--- src/rtl/iob_ram_port_arb.sv ---
// iob_ram_port_arb: two-requester arbiter in front of one byte-write-enable RAM port.
// Define IOB_RAM_ARB_RR_EN for round-robin tie breaking; otherwise M0 always wins ties.
module iob_ram_port_arb #(
    parameter int ADDR_W = 10,
    parameter int DATA_W = 32
) (
    input  logic                  clk,
    input  logic                  rst_n,

    input  logic                  m0_valid,
    output logic                  m0_ready,
    input  logic [ADDR_W-1:0]     m0_addr,
    input  logic [DATA_W-1:0]     m0_wdata,
    input  logic [DATA_W/8-1:0]   m0_wstrb,
    output logic                  m0_rvalid,
    output logic [DATA_W-1:0]     m0_rdata,

    input  logic                  m1_valid,
    output logic                  m1_ready,
    input  logic [ADDR_W-1:0]     m1_addr,
    input  logic [DATA_W-1:0]     m1_wdata,
    input  logic [DATA_W/8-1:0]   m1_wstrb,
    output logic                  m1_rvalid,
    output logic [DATA_W-1:0]     m1_rdata,

    output logic                  ram_en,
    output logic [DATA_W/8-1:0]   ram_we,
    output logic [ADDR_W-1:0]     ram_addr,
    output logic [DATA_W-1:0]     ram_din,
    input  logic [DATA_W-1:0]     ram_dout
);

    localparam int N_REQ  = 2;
    localparam int STRB_W = DATA_W / 8;

    logic [N_REQ-1:0]  w_valid;
    logic [N_REQ-1:0]  w_grant;
    logic [ADDR_W-1:0] w_sel_addr;
    logic [DATA_W-1:0] w_sel_wdata;
    logic [STRB_W-1:0] w_sel_wstrb;
    logic              w_sel_read;
    logic [N_REQ-1:0]  r_rvalid;

    assign w_valid = {m1_valid, m0_valid};

`ifdef IOB_RAM_ARB_RR_EN
    logic r_last;  // index of the most recently granted requester

    always_ff @(posedge clk or negedge rst_n) begin
        if (!rst_n) begin
            r_last <= 1'b1;
        end else if (|w_grant) begin
            r_last <= w_grant[1];
        end
    end

    always_comb begin
        w_grant = w_valid;
        if (&w_valid) begin
            w_grant = r_last ? 2'b01 : 2'b10;
        end
    end
`else
    always_comb begin
        w_grant = w_valid;
        if (&w_valid) begin
            w_grant = 2'b01;
        end
    end
`endif

    // NOTE: every output gets a default first so no path infers a latch.
    always_comb begin
        w_sel_addr  = m0_addr;
        w_sel_wdata = m0_wdata;
        w_sel_wstrb = m0_wstrb;
        if (w_grant[1]) begin
            w_sel_addr  = m1_addr;
            w_sel_wdata = m1_wdata;
            w_sel_wstrb = m1_wstrb;
        end
    end

    assign w_sel_read = ~|w_sel_wstrb;

    assign m0_ready = w_grant[0];
    assign m1_ready = w_grant[1];
    assign ram_en   = |w_grant;
    assign ram_we   = ram_en ? w_sel_wstrb : '0;
    assign ram_addr = w_sel_addr;
    assign ram_din  = w_sel_wdata;

    // Read response tracks the RAM's one-cycle latency; reset discards any in flight.
    // NOTE: sequential state uses <= so all flops sample pre-edge values.
    always_ff @(posedge clk or negedge rst_n) begin
        if (!rst_n) begin
            r_rvalid <= '0;
        end else begin
            r_rvalid <= w_grant & {N_REQ{w_sel_read}};
        end
    end

    assign m0_rvalid = r_rvalid[0];
    assign m1_rvalid = r_rvalid[1];
    assign m0_rdata  = ram_dout;
    assign m1_rdata  = ram_dout;

endmodule

--- config.mk ---
export PLATFORM = sky130hd
export DESIGN_NAME = iob_ram_port_arb
export DESIGN_NICKNAME = d
export VERILOG_FILES = /design/src/rtl/iob_ram_port_arb.sv
export SDC_FILE = /design/constraint.sdc
export NUM_CORES = 1
export LEC_CHECK = 0
export CAP_MARGIN = 5
export CORE_AREA = 2 2 95 97
export CTS_CLUSTER_DIAMETER = 100
export DETAILED_ROUTE_END_ITERATION = 16
export DIE_AREA = 0 0 97 99
export PLACE_DENSITY_LB_ADDON = 0.08
export SYNTH_ARGS = -nofsm -noshare
export SYNTH_HDL_FRONTEND = slang
export SYNTH_SLANG_ARGS = --single-unit
--- constraint.sdc ---
create_clock -name clk -period 0.9 [get_ports clk]
set_input_delay 0.135 -clock clk [delete_from_list [all_inputs] [get_ports clk]]
set_output_delay 0.135 -clock clk [all_outputs]
set_load 0.005 [all_outputs]
==> summary.txt <==
status -> complete, but fails checks
violated checks -> negative setup slack
CP startpoint kind -> primary input
final wirelength -> 5420 µm
worst path arrival time -> 1.10 ns
Biggest register -> r_rvalid
worst-path cell chain -> buf_6 -> nand2b_4 -> buf_6 -> buf_12 -> mux2_4 -> buf_6
die area -> 0.00960 mm²
antenna viol nets, final -> 0
CTS max path bufs -> 2
number of fill cells -> 897
Comb pwr share -> 72.7%
gpl congestion -> 0.798
critical path depth in cells -> 6
Avg Cell Area, Syn -> 10.6 µm²
CP top delay family -> buffers and inverters
crit path max fanout -> 8
Tmin final -> 1.23 ns
Worst EP required -> 0.76 ns
Max Cap Violations -> 0
PortBufs -> 146
unrepaired setup endpoints after global routing -> yes
CP peak stage delay -> 0.30 ns
P_int -> 1.24 mW
Setup TNS -> -13.09 ns
CTS Hold Bufs -> 0
I/O pin count -> 243
#FFs+latches synth -> 2
total CTS buffers -> 3
largest net degree at the start of global routing -> 11
Slew HR -> 87.0%
vias per cell -> 3.70
sequential share of power -> 5.7%
Final nets -> 347
grt ovf -> 0
Antenna diodes -> 0
HP Class -> primary input to async pin
Distinct cells, synth -> 15
Multi-input gate area -> 708 µm²
Mapped Cells -> 125
DRT iter0 DRCs -> 12
GRT Total Usage -> 10.4%
Area growth syn-to-layout -> 89.5%
layout cells sized above 1 -> 49.3%
clock power share -> 21.6%
CP endpoint kind -> primary output
CP bufs+invs -> 4
initial antenna violation count -> 0
CTS tree -> built
mapped cell area -> 0.00132 mm²
register area -> 50.0 µm²
Worst Setup Path Type -> primary input to primary output
vias in the first global route -> 1367
slowest library cell on the worst path -> mux2_4
DP HPWL -> 4820 µm
Final Core Density -> 29.2%
routed via count -> 1202
DRC -> 0
max reg flops -> 2
Setup Slack @ Placement -> -1.05 ns
post-synth net total -> 253
Pleak -> 1.19 nW
clock slew at reported path FFs -> 0.03 ns
WL per Instance -> 16.7 µm
Die Y -> 99 µm
maximum vdd drop -> 0.000402 V
sequential share of the synthesized area -> 3.80%
Final Hold Vio Count -> 0
drt pass-1 iters -> 2
FP Rows -> 34
P per Cell Area -> 644 mW/mm²
most frequent CP cell -> buf_6
Net Switching -> 0.371 mW
Syn. warnings -> 0
biggest regs -> r_rvalid (2)
die width -> 97 µm
Sink Count -> 2
first-pass GRT wire length -> 7910 µm
CTS H-Tree Depth -> 1
Tot Pwr -> 1.61 mW
actual slew at the worst max-slew pin -> 0.194 ns
switch share -> 23.0%
final setup fails -> 47
max-slew violation count -> 0
Peak Freq -> 0.813 GHz
CTS Root Cell -> clkbuf_8
period utilization -> 137%
Core ar. -> 0.00855 mm²
starting density of the core -> 15.4%
Final WS setup -> -0.330 ns
Worst Hold Slack -> 0.0941 ns
==> stage by stage <==
step / std cells / instance area (µm²)
6_report: 325 / 2500
3_5_place_dp: 318 / 2440
5_1_grt: 325 / 2500
3_3_place_gp: 318 / 2440
4_1_cts: 326 / 2500
2_1_floorplan: 125 / 1330
==> synth_stat cells <==
library cell	instances	area, µm²
buf_4	64	480
mux2_4	38	571
a22o_1	4	35.0
buf_12	4	80.1
mux2_2	4	45.0
dfrtp_1	2	50.1
and2_1	1	6.26
buf_6	1	11.3
clkbuf_1	1	3.75
inv_4	1	6.26
nand2b_1	1	6.26
nor2_1	1	3.75
nor4_1	1	6.26
or2_2	1	6.26
or4_1	1	7.51
==> area by class of cell <==
type	instances	area share [%]
Tap cell	108	5.41
Inverter	1	0.250
Clock buffer	3	1.65
Sequential cell	2	2.00
Multi-Input combinational cell	52	28.3
Timing Repair Buffer	159	62.3
==> placed cells by master (no fill, tap or decap), types with 2 or more instances in the layout <==
master,synthesis,layout
buf_2,0,11
dfrtp_1,2,2
mux2_2,4,2
clkbuf_8,0,3
a22o_1,4,4
clkbuf_2,0,4
clkdlybuf4s15_1,0,2
buf_4,64,3
mux2_4,38,40
dlygate4sd2_1,0,11
clkdlybuf4s50_1,0,88
buf_6,1,37
==> layer usage <==
layer  up-vias  part of all wire (%)  track usage (%)
met5         -                     0                0
met4         0                   1.0             2.06
met3        13                    13             4.33
met2       133                    54             20.4
met1       513                    32             10.2
li1        543                     -                -
==> power by group through the flow <==
stage	Sequential (mW)	Clock (mW)	Combinational, mW
final	0.0921	0.348	1.17
after global routing	0.0921	0.373	1.24
after CTS	0.0921	0.358	1.18
after detailed placement	0.0930	0	1.18
after global placement	0.0930	0	1.18
after floorplan	0.0932	0	0.618
==> worst paths after layout <==
path	startpoint	slack, ns	endpoint
min in group clk	ram_dout[6]	0.27	m0_rdata[6]
min	rst_n	0.09	r_rvalid[0]$_DFF_PN0_
max	m0_valid	-0.33	ram_din[13]
max in group asynchronous	rst_n	0.69	r_rvalid[1]$_DFF_PN0_
==> repair_timing <==
item,in CTS,in global routing
endpoints found under the setup margin,52,50
gates resized for setup,218,16
setup buffers,6,1
gates cloned,1,0
pin swaps,3,1
==> cell families (layout without fill, tap and decap cells) <==
kind of cell	count (synthesis)	in the layout	synth area share (%)
buffers and inverters	71	163	44.1
multiplexers	42	42	46.7
AND/OR/NAND/NOR	6	6	2.75
AO/OA/AOI/OAI	4	4	2.66
flip-flops	2	2	3.80
(Power assumes the default switching activity.)
